--- src/rtl/rv_sb_reg_file_pkg.sv ---
// Shared configuration defaults and types for the scoreboarded register file.
// Widths here describe the default build; instances derive their own widths from parameters.
package rv_regfile_pkg;

  typedef struct packed {
    int num_regs;
    int data_width;
    int num_rports;
    int num_wports;
    int num_aports;
    int pend_w;
    int bypass;
  } rf_cfg_t;

  localparam rf_cfg_t RF_DEFAULTS = '{
    num_regs:   32,
    data_width: 32,
    num_rports: 2,
    num_wports: 2,
    num_aports: 1,
    pend_w:     2,
    bypass:     1
  };

  localparam int RF_AW     = $clog2(RF_DEFAULTS.num_regs);
  localparam int RF_PEND_W = RF_DEFAULTS.pend_w;
  localparam int PEND_MAX  = (1 << RF_PEND_W) - 1;

  typedef logic [RF_AW-1:0]     regidx_t;
  typedef logic [RF_PEND_W-1:0] pend_t;

  function automatic int max_int(input int a, input int b);
    return (a > b) ? a : b;
  endfunction

endpackage

--- src/rtl/rv_sb_reg_file_if.sv ---
// Operand read, writeback and allocation bundle between issue/writeback and the register file.
// master = pipeline side, slave = register file side.
interface rv_sb_reg_file_if
  import rv_regfile_pkg::*;
#(
  parameter int NUM_REGS   = RF_DEFAULTS.num_regs,
  parameter int DATA_WIDTH = RF_DEFAULTS.data_width,
  parameter int NUM_RPORTS = RF_DEFAULTS.num_rports,
  parameter int NUM_WPORTS = RF_DEFAULTS.num_wports,
  parameter int NUM_APORTS = RF_DEFAULTS.num_aports
) ();
  localparam int AW = $clog2(NUM_REGS);

  logic [NUM_RPORTS*AW-1:0]         raddr;
  logic [NUM_RPORTS*DATA_WIDTH-1:0] rdata;
  logic [NUM_RPORTS-1:0]            rbusy;
  logic [NUM_WPORTS-1:0]            wen;
  logic [NUM_WPORTS*AW-1:0]         waddr;
  logic [NUM_WPORTS*DATA_WIDTH-1:0] wdata;
  logic [NUM_APORTS-1:0]            alloc_en;
  logic [NUM_APORTS*AW-1:0]         alloc_addr;
  logic [NUM_APORTS-1:0]            alloc_ready;
  logic                             flush;
  logic                             pend_err;

  modport master (
    output raddr, wen, waddr, wdata, alloc_en, alloc_addr, flush,
    input  rdata, rbusy, alloc_ready, pend_err
  );

  modport slave (
    input  raddr, wen, waddr, wdata, alloc_en, alloc_addr, flush,
    output rdata, rbusy, alloc_ready, pend_err
  );
endinterface

--- src/rtl/rv_sb_reg_file_pend_counter.sv ---
// Per-register outstanding-writer counter: adds accepted allocs, subtracts writebacks, clamps at 0.
// One-cycle update; flush zeroes it and suppresses the underflow pulse.
module rv_pend_counter
  import rv_regfile_pkg::*;
#(
  parameter int PEND_W = RF_PEND_W,
  parameter int CW     = 2
) (
  input  logic              CLK,
  input  logic              nRST,
  input  logic [CW-1:0]     inc_cnt,
  input  logic [CW-1:0]     dec_cnt,
  input  logic              flush,
  output logic [PEND_W-1:0] count,
  output logic              nonzero,
  output logic              underflow
);
  localparam int            SW  = PEND_W + CW;
  localparam logic [SW-1:0] SAT = SW'((1 << PEND_W) - 1);

  logic [SW-1:0]     sum;
  logic [SW-1:0]     dec_ext;
  logic [SW-1:0]     diff;
  logic [PEND_W-1:0] count_d;

  always_comb begin
    sum       = {{CW{1'b0}}, count} + {{PEND_W{1'b0}}, inc_cnt};
    dec_ext   = {{PEND_W{1'b0}}, dec_cnt};
    diff      = sum - dec_ext;
    underflow = 1'b0;
    count_d   = count;
    if (flush) begin
      count_d = '0;
    end else if (dec_ext > sum) begin
      underflow = 1'b1;
      count_d   = '0;
    end else if (diff > SAT) begin
      // Unreachable while the top-level accept logic is honoured; keeps the counter from wrapping.
      count_d = SAT[PEND_W-1:0];
    end else begin
      count_d = diff[PEND_W-1:0];
    end
  end

  always_ff @(posedge CLK or negedge nRST) begin
    if (!nRST) begin
      count <= '0;
    end else begin
      count <= count_d;
    end
  end

  assign nonzero = |count;

endmodule

--- src/rtl/rv_sb_reg_file.sv ---
// Multi-port integer register file with saturating pending-writer scoreboard and optional bypass.
// Reads and alloc_ready are combinational; alloc_ready drops when a register's counter would saturate.
module rv_sb_reg_file
  import rv_regfile_pkg::*;
#(
  parameter int NUM_REGS   = RF_DEFAULTS.num_regs,
  parameter int DATA_WIDTH = RF_DEFAULTS.data_width,
  parameter int NUM_RPORTS = RF_DEFAULTS.num_rports,
  parameter int NUM_WPORTS = RF_DEFAULTS.num_wports,
  parameter int NUM_APORTS = RF_DEFAULTS.num_aports,
  parameter int PEND_W     = RF_DEFAULTS.pend_w,
  parameter int BYPASS     = RF_DEFAULTS.bypass
) (
  input logic             CLK,
  input logic             nRST,
  rv_sb_reg_file_if.slave bus
);
  localparam int AW   = $clog2(NUM_REGS);
  localparam int DW   = DATA_WIDTH;
  localparam int PMAX = (1 << PEND_W) - 1;
  localparam int CW   = $clog2(max_int(NUM_APORTS, NUM_WPORTS) + 1);
  localparam int SW   = PEND_W + CW;

  logic [DW-1:0]     regs_q [NUM_REGS];
  logic [PEND_W-1:0] pend   [NUM_REGS];
  logic              nz     [NUM_REGS];
  logic              uf     [NUM_REGS];
  logic [CW-1:0]     acnt   [NUM_REGS];
  logic [CW-1:0]     wcnt   [NUM_REGS];

  logic [AW-1:0] alloc_idx;
  logic [SW-1:0] alloc_sum;
  logic [AW-1:0] wr_idx;
  logic [AW-1:0] rd_idx;
  logic          any_uf;

  // Entry 0 is reset and never written, so it reads as zero without a mux.
  always_ff @(posedge CLK or negedge nRST) begin
    if (!nRST) begin
      for (int r = 0; r < NUM_REGS; r++) regs_q[r] <= '0;
    end else begin
      for (int j = 0; j < NUM_WPORTS; j++) begin
        if (bus.wen[j] && (bus.waddr[j*AW +: AW] != '0)) begin
          regs_q[bus.waddr[j*AW +: AW]] <= bus.wdata[j*DW +: DW];
        end
      end
    end
  end

  // Lower-index accepted allocs to the same register count against the headroom of later ones.
  always_comb begin
    for (int r = 0; r < NUM_REGS; r++) acnt[r] = '0;
    alloc_idx       = '0;
    alloc_sum       = '0;
    bus.alloc_ready = '1;
    for (int k = 0; k < NUM_APORTS; k++) begin
      alloc_idx = bus.alloc_addr[k*AW +: AW];
      alloc_sum = {{CW{1'b0}}, pend[alloc_idx]} + {{PEND_W{1'b0}}, acnt[alloc_idx]};
      if (alloc_idx != '0) begin
        bus.alloc_ready[k] = alloc_sum < SW'(PMAX);
        if (bus.alloc_en[k] && bus.alloc_ready[k]) begin
          acnt[alloc_idx] = acnt[alloc_idx] + CW'(1);
        end
      end
    end
  end

  always_comb begin
    for (int r = 0; r < NUM_REGS; r++) wcnt[r] = '0;
    wr_idx = '0;
    for (int j = 0; j < NUM_WPORTS; j++) begin
      wr_idx = bus.waddr[j*AW +: AW];
      if (bus.wen[j] && (wr_idx != '0)) begin
        wcnt[wr_idx] = wcnt[wr_idx] + CW'(1);
      end
    end
  end

  for (genvar r = 0; r < NUM_REGS; r++) begin : g_cnt
    if (r == 0) begin : g_zero
      assign pend[r] = '0;
      assign nz[r]   = 1'b0;
      assign uf[r]   = 1'b0;
    end else begin : g_ctr
      rv_pend_counter #(
        .PEND_W (PEND_W),
        .CW     (CW)
      ) u_cnt (
        .CLK       (CLK),
        .nRST      (nRST),
        .inc_cnt   (acnt[r]),
        .dec_cnt   (wcnt[r]),
        .flush     (bus.flush),
        .count     (pend[r]),
        .nonzero   (nz[r]),
        .underflow (uf[r])
      );
    end
  end

  // With bypass, writebacks landing this cycle retire their pending slot early; allocs do not count yet.
  always_comb begin
    bus.rdata = '0;
    bus.rbusy = '0;
    rd_idx    = '0;
    for (int i = 0; i < NUM_RPORTS; i++) begin
      rd_idx = bus.raddr[i*AW +: AW];
      bus.rdata[i*DW +: DW] = regs_q[rd_idx];
      for (int j = 0; j < NUM_WPORTS; j++) begin
        if ((BYPASS != 0) && bus.wen[j] && (rd_idx != '0) &&
            (bus.waddr[j*AW +: AW] == rd_idx)) begin
          bus.rdata[i*DW +: DW] = bus.wdata[j*DW +: DW];
        end
      end
      bus.rbusy[i] = nz[rd_idx] &&
                     ((BYPASS == 0) ||
                      ({{CW{1'b0}}, pend[rd_idx]} > {{PEND_W{1'b0}}, wcnt[rd_idx]}));
    end
  end

  always_comb begin
    any_uf = 1'b0;
    for (int r = 0; r < NUM_REGS; r++) any_uf = any_uf | uf[r];
  end

  always_ff @(posedge CLK or negedge nRST) begin
    if (!nRST) begin
      bus.pend_err <= 1'b0;
    end else if (any_uf) begin
      bus.pend_err <= 1'b1;
    end
  end

endmodule

--- src/flat_wrapper.sv ---
// flat-port wrapper written by rule: the top's interface ports become plain ports
module rv_sb_reg_file_flat import rv_regfile_pkg::*;
#(
  parameter int NUM_REGS   = RF_DEFAULTS.num_regs,
  parameter int DATA_WIDTH = RF_DEFAULTS.data_width,
  parameter int NUM_RPORTS = RF_DEFAULTS.num_rports,
  parameter int NUM_WPORTS = RF_DEFAULTS.num_wports,
  parameter int NUM_APORTS = RF_DEFAULTS.num_aports,
  parameter int PEND_W     = RF_DEFAULTS.pend_w,
  parameter int BYPASS     = RF_DEFAULTS.bypass
)
  (CLK, nRST, bus_raddr, bus_wen, bus_waddr, bus_wdata, bus_alloc_en, bus_alloc_addr, bus_flush, bus_rdata, bus_rbusy, bus_alloc_ready, bus_pend_err);
  rv_sb_reg_file_if #(.NUM_REGS(NUM_REGS), .DATA_WIDTH(DATA_WIDTH), .NUM_RPORTS(NUM_RPORTS), .NUM_WPORTS(NUM_WPORTS), .NUM_APORTS(NUM_APORTS)) bus_i ();
  input logic CLK;
  input logic nRST;
  input wire logic [$bits(bus_i.raddr)-1:0] bus_raddr;
  input wire logic [$bits(bus_i.wen)-1:0] bus_wen;
  input wire logic [$bits(bus_i.waddr)-1:0] bus_waddr;
  input wire logic [$bits(bus_i.wdata)-1:0] bus_wdata;
  input wire logic [$bits(bus_i.alloc_en)-1:0] bus_alloc_en;
  input wire logic [$bits(bus_i.alloc_addr)-1:0] bus_alloc_addr;
  input wire logic [$bits(bus_i.flush)-1:0] bus_flush;
  output wire logic [$bits(bus_i.rdata)-1:0] bus_rdata;
  output wire logic [$bits(bus_i.rbusy)-1:0] bus_rbusy;
  output wire logic [$bits(bus_i.alloc_ready)-1:0] bus_alloc_ready;
  output wire logic [$bits(bus_i.pend_err)-1:0] bus_pend_err;
  assign bus_i.raddr = bus_raddr;
  assign bus_i.wen = bus_wen;
  assign bus_i.waddr = bus_waddr;
  assign bus_i.wdata = bus_wdata;
  assign bus_i.alloc_en = bus_alloc_en;
  assign bus_i.alloc_addr = bus_alloc_addr;
  assign bus_i.flush = bus_flush;
  assign bus_rdata = bus_i.rdata;
  assign bus_rbusy = bus_i.rbusy;
  assign bus_alloc_ready = bus_i.alloc_ready;
  assign bus_pend_err = bus_i.pend_err;
  rv_sb_reg_file #(.NUM_REGS(NUM_REGS), .DATA_WIDTH(DATA_WIDTH), .NUM_RPORTS(NUM_RPORTS), .NUM_WPORTS(NUM_WPORTS), .NUM_APORTS(NUM_APORTS), .PEND_W(PEND_W), .BYPASS(BYPASS)) u_core (.CLK(CLK), .nRST(nRST), .bus(bus_i));
endmodule
--- config.mk ---
export PLATFORM = sky130hd
export DESIGN_NAME = rv_sb_reg_file_flat
export DESIGN_NICKNAME = d
export VERILOG_FILES = /design/src/rtl/rv_sb_reg_file_pkg.sv /design/src/rtl/rv_sb_reg_file_if.sv /design/src/rtl/rv_sb_reg_file_pend_counter.sv /design/src/rtl/rv_sb_reg_file.sv /design/src/flat_wrapper.sv
export SDC_FILE = /design/constraint.sdc
export NUM_CORES = 2
export LEC_CHECK = 0
export CORE_AREA = 2 2 451 542
export DETAILED_ROUTE_END_ITERATION = 10
export DIE_AREA = 0 0 453 544
export PLACE_DENSITY = 0.49
export RECOVER_POWER = 100
export SKIP_CTS_REPAIR_TIMING = 1
export SYNTH_ARGS = -nofsm -noshare
export SYNTH_HDL_FRONTEND = slang
export SYNTH_SLANG_ARGS = --single-unit
--- constraint.sdc ---
create_clock -name CLK -period 5.1 [get_ports CLK]
set_input_delay 0.51 -clock CLK [delete_from_list [all_inputs] [get_ports CLK]]
set_output_delay 0.51 -clock CLK [all_outputs]
set_load 0.05 [all_outputs]
After elaboration in Yosys (flattened, before gate mapping)
Memories as Yosys holds them, arrays and structs flattened.
Cells that the tools add are included.
{"block": "totals", "wordCells": 511, "latch_bits": 0, "memories": 2, "inputBits": 95, "ram_bits": 0, "mem_bits_ro": 128, "output_inout_bits": 68, "register_bits": 1087}
{"block": "classes", "n_reduce_logical": 52, "n_mux": 213, "n_addsub": 66, "shift": 0, "div_mod_pow": 0, "n_mul": 0, "n_lt_le_gt_ge": 73, "bitwise_logic": 37, "eq_ne": 4}
{"name": "(no name shown)", "words": 32, "word_bits": 2, "rd": 1, "rd_clocked_by_memory_dff": 0, "wr": 0, "line_no": "rv_sb_reg_file.sv:74", "rtl": "wcnt[wr_idx] = wcnt[wr_idx] + CW'(1);"}
{"name": "(no name shown)", "words": 32, "word_bits": 2, "rd": 1, "rd_clocked_by_memory_dff": 0, "wr": 0, "line_no": "rv_sb_reg_file.sv:58", "rtl": "alloc_sum = {{CW{1'b0}}, pend[alloc_idx]} + {{PEND_W{1'b0}}, acnt[alloc_idx]};"}
{"cell": "bitwise mux 1024 bit", "n": 2}
{"cell": "two-way mux 1024 bit", "n": 2}
{"cell": "binary-select mux 32 bit (select 5 bit)", "n": 2}
{"cell": "demux 32 bit (select 5 bit)", "n": 2}
{"cell": "two-way mux 32 bit", "n": 10}
{"cell": "two-way mux 2 bit", "n": 112}
{"cell": "two-way mux 64 bit", "n": 2}
{"cell": "greater-than comparator 2 x 4 -> 1 bit", "n": 31}
{"cell": "greater-than comparator 4 x 2 -> 1 bit, second input constant", "n": 31}
{"cell": "two-way mux 62 bit", "n": 2}
{"cell": "subtractor 4 x 2 -> 4 bit", "n": 31}
{"cell": "adder 2 x 2 -> 3 bit", "n": 32}
{"cell": "two-way mux 1 bit", "n": 67}
{"cell": "AND 64 bit", "n": 1}
{"cell": "bitwise mux 64 bit", "n": 1}
{"cell": "AND 62 bit", "n": 1}
{"cell": "OR reduction 2 bit", "n": 31}
{"cell": "binary-select mux 2 bit (select 5 bit)", "n": 6}
{"cell": "demux 2 bit (select 5 bit)", "n": 3}
{"cell": ">= comparator 6 bit, second input constant", "n": 5}
{"cell": "inverter 5 -> 6 bit", "n": 5}
{"cell": "OR 1 bit", "n": 30}
{"cell": "nonzero test 5 bit", "n": 5}
{"cell": "equality test 5 bit", "n": 4}
{"cell": "other kinds (6)", "n": 27}

Longest topological paths before layout
{"block": "depth", "word_depth": 46, "ltp_mapped": 21, "ltp_nobuf": 19}

Cells and area by module
Synthesis repeated with hierarchy kept, for this count alone.
{"block": "hier_totals", "hier_cells": 7116, "area_unflattened_um2": 76015.4}
{"mod": "rv_sb_reg_file", "cells_each": 6372, "seq_area_each_um2": 25649.6, "instances": 1, "area_per_inst_um2": 68645.8}
{"mod": "rv_pend_counter", "cells_each": 24, "seq_area_each_um2": 50.0, "instances": 31, "area_per_inst_um2": 237.7}

Worst setup path after synthesis
Ideal clock, no wire load.
{"block": "synth_timing", "kind": "input to output", "startpoint": "input port bus_raddr[5]", "endpoint": "output port bus_rbusy[1]", "slack_ns": 0.313, "path_buffers": 4, "required_ns": 4.590, "arrival_ns": 4.277, "path_stages": 11, "cell_sequence": "buf_2 buf_4 buf_4 buf_1 mux4_2 mux4_2 mux2_2 ha_1 nor2b_1 o21ai_0 a211oi_1"}
{"block": "synth_via", "elab_chain_cells": 6, "word_cells_on_any_way": 12, "cone_classes": "order compare (1); mux (9); bitwise (1); reduce/logical (1)"}
{"element": "from (decl)", "line_no": "flat_wrapper.sv:16", "rtl": "input wire logic [$bits(bus_i.raddr)-1:0] bus_raddr;"}
{"element": "inverter 5 -> 6 bit (implied by the code) (*)", "line_no": "rv_sb_reg_file.sv:115, rv_sb_reg_file.sv:117"}
{"element": "binary-select mux 2 bit (select 5 bit)", "line_no": "rv_sb_reg_file.sv:117", "rtl": "({{CW{1'b0}}, pend[rd_idx]} > {{PEND_W{1'b0}}, wcnt[rd_idx]}));"}
{"element": "two-way mux 2 bit (implied by the code) (2 in series)", "line_no": "rv_sb_reg_file.sv:117"}
{"element": "greater-than comparator 2 bit", "line_no": "rv_sb_reg_file.sv:117"}
{"element": "logical AND 1 bit (*)", "line_no": "rv_sb_reg_file.sv:115", "rtl": "bus.rbusy[i] = nz[rd_idx] &&"}
{"element": "to (decl)", "line_no": "flat_wrapper.sv:24", "rtl": "output wire logic [$bits(bus_i.rbusy)-1:0] bus_rbusy;"}
Mark *: on every way between the ends. The rest lies on a longest branch, timed or not. The select of a mux whose other input is x is not followed.

Final worst setup path
{"block": "layout_timing", "startpoint": "input port bus_waddr[6]", "endpoint": "output port bus_rbusy[1]"}
{"block": "layout_via", "elab_chain_cells": 12, "word_cells_on_any_way": 19, "cone_classes": "add/sub (1); order compare (3); mux (10); bitwise (1); reduce/logical (4)"}
{"element": "from (decl)", "line_no": "flat_wrapper.sv:18", "rtl": "input wire logic [$bits(bus_i.waddr)-1:0] bus_waddr;"}
{"element": "inverter 5 -> 6 bit (implied by the code)", "line_no": "rv_sb_reg_file.sv:74"}
{"element": "binary-select mux 2 bit (select 5 bit) (tied with other cells)", "line_no": "rv_sb_reg_file.sv:74"}
{"element": "two-way mux 2 bit (implied by the code) or logical AND 1 bit (tied branches)", "line_no": "rv_sb_reg_file.sv:74"}
{"element": "two-way mux 2 bit (implied by the code)", "line_no": "rv_sb_reg_file.sv:74"}
{"element": "adder 2 x 1 -> 2 bit or demux 2 bit (select 5 bit) (tied branches)", "line_no": "rv_sb_reg_file.sv:74"}
{"element": "bitwise mux 64 bit", "line_no": "rv_sb_reg_file.sv:74"}
{"element": "two-way mux 64 bit (*)", "line_no": "rv_sb_reg_file.sv:73", "rtl": "if (bus.wen[j] && (wr_idx != '0)) begin"}
{"element": "binary-select mux 2 bit (select 5 bit) (*)", "line_no": "rv_sb_reg_file.sv:117"}
{"element": "two-way mux 2 bit (implied by the code) (*) (2 in series)", "line_no": "rv_sb_reg_file.sv:117"}
{"element": "greater-than comparator 2 bit (*)", "line_no": "rv_sb_reg_file.sv:117"}
{"element": "logical AND 1 bit (*)", "line_no": "rv_sb_reg_file.sv:115"}
Marks and branches as above.

==> results.yml <==
timing:
  final.period_utilization: 0.987
  hold_violations: 0
  setup_violations: 0
  slew_violations: 1554
  slew_headroom: -1.25
  finClkSkew_ns: 0.0269
  post-route-min-period_ns: 5.03
  worst_pin_slew_ns: 3.38
  postLayoutSetupSlackWorst_ns: 0.0680
  max_clock_freq_mhz: 199
  rsz0062_at_grt: "no"
synthesis:
  async_reset_ff_frac: 1.00
  ys_warn_count: 0
  synth-xor-area-share: 0.00224
  synth_cell_types: 67
  syn-mean-instance-area_sq_um: 10.7
  synth_area_sq_um: 74400
  synth.mux.area_fraction: 0.361
  synthFlopType: "dfrtp_1"
  synth_cells: 6958
  syn_nets: 7243
  synth_top_family_by_area: "multiplexers"
  synthSimpleGateAreaFrac: 0.0830
  synth_fa_ha_area_frac: 0.0382
  synth-compound-area-share: 0.0967
  ys_seq_area_frac: 0.366
  ys_seq_elements: 1087
  synth_edf_count: 0
routing:
  dr.pass1.iters: 6
  ant_nets: 0
  via_per_inst: 5.82
  wl_um: 315000
  wire_per_inst_um: 31.1
  drtIter0Drc: 6222
  drc_errors: 0
  dr_total_vias: 58887
cells_and_area:
  syn_to_final_growth_pct: 14.0
  drive_above_1_share: 0.204
  fin_area_sq_um: 84800
  nFillCells: 23793
  final_nets: 7095
global_route:
  grt_overflow_total: 0
  grt_start_max_net_pins: 125
  grt_pass1_wl_um: 448000
  grt.total_usage: 0.252
  grt_pass1_vias: 58314
  antenna_found_initial: 18
cts:
  htreeDepth: 4
  root_buffer: "clkbuf_16"
  clock_latency_ns: 0.80
  cts.clk_slew.worst_paths_ns: 0.06
  clockBufferDepth: 3
  numCtsBuffers: 132
  cts_tree: "yes"
  cts_sinks: 1087
place:
  dp_hpwl_um: 190000
  portBuffers: 162
  dpl_cell_area_sq_um: 80900
  place_ws_ns: -0.0219
  place.gp.congestion: 0.903
floorplan:
  io_pins: 163
  row_count: 198
  fp.coreArea_sq_um: 242000
  die_width_um: 453
  start_util: 0.308
  die_area_sq_um: 246000
  fp.dieH_um: 544
pwr:
  max-vdd-ir-drop_mv: 0.268
  powerDensity_nw_per_um2: 383
  power.leakage_uw: 0.0359
status:
  status: "complete, but fails checks"
  violations: "capacitance limit, slew limit"
setup_path:
  required_ns: 4.59
  cp_max_fo: 13
  endpoint_kind: "output pin"
  arrival_ns: 4.52
  critPathKind: "input port to output pin"
  worst_setup_path_start_kind: "input port"
flow_run:
  maxCapViolations: 47
hold_path:
  hp-class: "input port to flop"
==> cell families after synthesis <==
group	after synthesis
AOI/OAI and AO/OA	1333
xor gates and xnor gates	19
adders and majority gates	190
buffers and inverters	1022
DFF	1087
muxes	1801
and+or+nand+nor	1506
==> placed cells by master, fill, tap and decap left out, types with 128 or more instances in the layout <==
master	count
inv_1	170
mux2i_1	1052
a21oi_1	565
dfrtp_1	1087
ha_1	128
nor2_1	647
buf_4	290
clkbuf_16	138
mux4_2	703
nand2_1	611
o21ai_0	577
==> where the power goes <==
| group | leakage, uW | switching [uW] | total (uW) | internal [uW] |
|---|---|---|---|---|
| logic | 0.0202 | 4660 | 9610 | 4950 |
| registers | 0.0134 | 1880 | 12700 | 10900 |
| clock network | 0.00223 | 4160 | 10200 | 6020 |
==> flip-flops by register name (all words and copies together) (netlist names) <==
name,cells
u_core.bus.pend_err,1
u_core.regs_q,1024
u_core.g_cnt.g_ctr.u_cnt.count,62
==> layout make-up <==
class                      instances  area [sq um]  area share
clock inverter                    40           606     0.00714
clock buffer                     199          3940      0.0465
sequential                      1087         27200       0.321
inverter                         172           653     0.00770
multi-input combinational       4849         43600       0.515
antenna                            6          15.0    0.000177
timing repair buffer             568          4730      0.0558
tap                             3200          4000      0.0472
==> metrics by stage <==
stage | power, uW | cells | utilization | hold WS, ns | setup TNS [ns]
2_1_floorplan | 19100 | 6958 | - | 0.214 | 0
3_3_place_gp | 22200 | 9875 | 0.335 | 0.376 | -0.0133
6_report | 32500 | 10121 | 0.351 | 0.345 | 0
3_5_place_dp | 22500 | 9875 | 0.335 | 0.383 | -0.0219
4_1_cts | 32700 | 10114 | 0.354 | -0.221 | -0.0375
5_1_grt | 34000 | 10117 | 0.351 | 0.337 | 0
==> critical path: stages <==
cell and delay [ns]:
clkdlybuf4s50_1 0.64, buf_4 0.27, nand3b_1 0.32, nor2_1 0.17, mux4_2 0.47, and2_1 0.17, a311oi_1 0.25, a211oi_1 0.12
o31ai_1 0.30, ha_1 0.30, nor2b_1 0.13, o21ai_0 0.46, a211oi_2 0.09, buf_4 0.17, buf_12 0.14
==> per-layer routing <==
layer	vias to the layer above	GRT usage	wire length, um
met5	-	0	70
met4	10	0.121	18100
met3	712	0.0403	22600
met2	2861	0.416	150000
met1	30275	0.322	124000
li1	25029	-	-
==> synth_stat cells (7+ instances only) <==
| library cell | instances | area share |
|---|---|---|
| dfrtp_1 | 1087 | 0.37 |
| mux2i_1 | 1052 | 0.14 |
| mux4_2 | 703 | 0.21 |
| nor2_1 | 663 | 0.033 |
| nand2_1 | 632 | 0.032 |
| clkbuf_1 | 584 | 0.029 |
| o21ai_0 | 579 | 0.039 |
| a21oi_1 | 565 | 0.038 |
| buf_1 | 206 | 0.010 |
| inv_1 | 171 | 0.0086 |
| ha_1 | 128 | 0.022 |
| a211oi_1 | 88 | 0.0089 |
| fa_1 | 62 | 0.017 |
| buf_2 | 56 | 0.0038 |
| nor3_1 | 47 | 0.0032 |
| mux2_2 | 46 | 0.0070 |
| and2_1 | 30 | 0.0025 |
| o31ai_1 | 26 | 0.0026 |
| a22oi_1 | 20 | 0.0020 |
| nor4_1 | 19 | 0.0016 |
| nor2b_1 | 17 | 0.0014 |
| nand3_1 | 16 | 0.0011 |
| nand4_1 | 15 | 0.0013 |
| nand2b_1 | 14 | 0.0012 |
| xnor2_1 | 13 | 0.0015 |
| and3_1 | 10 | 0.00084 |
| a31oi_1 | 9 | 0.00076 |
| nand3b_1 | 9 | 0.00091 |
| a222oi_1 | 8 | 0.0011 |
| or3_1 | 7 | 0.00059 |
==> path summary, 6_finish.rpt <==
kind | from | end | slack (ns) | cells after the start
setup / recovery | bus_waddr[6] | bus_rbusy[1] | 0.07 | 15
hold / removal | bus_wdata[50] | u_core.regs_q[722]$_DFF_PN0_ | 0.34 | 3
setup reg to reg | u_core.g_cnt[6].g_ctr.u_cnt.count[1]$_DFF_PN0_ | u_core.bus.pend_err$_DFFE_PN0P_ | 0.52 | 18
hold reg to reg | u_core.regs_q[993]$_DFF_PN0_ | u_core.regs_q[993]$_DFF_PN0_ | 0.39 | 0
max in group asynchronous | nRST | u_core.g_cnt[22].g_ctr.u_cnt.count[1]$_DFF_PN0_ | 0.58 | 3
min in group asynchronous | nRST | u_core.regs_q[253]$_DFF_PN0_ | 1.22 | 2
Note: power is estimated with default switching activity, not from simulation.
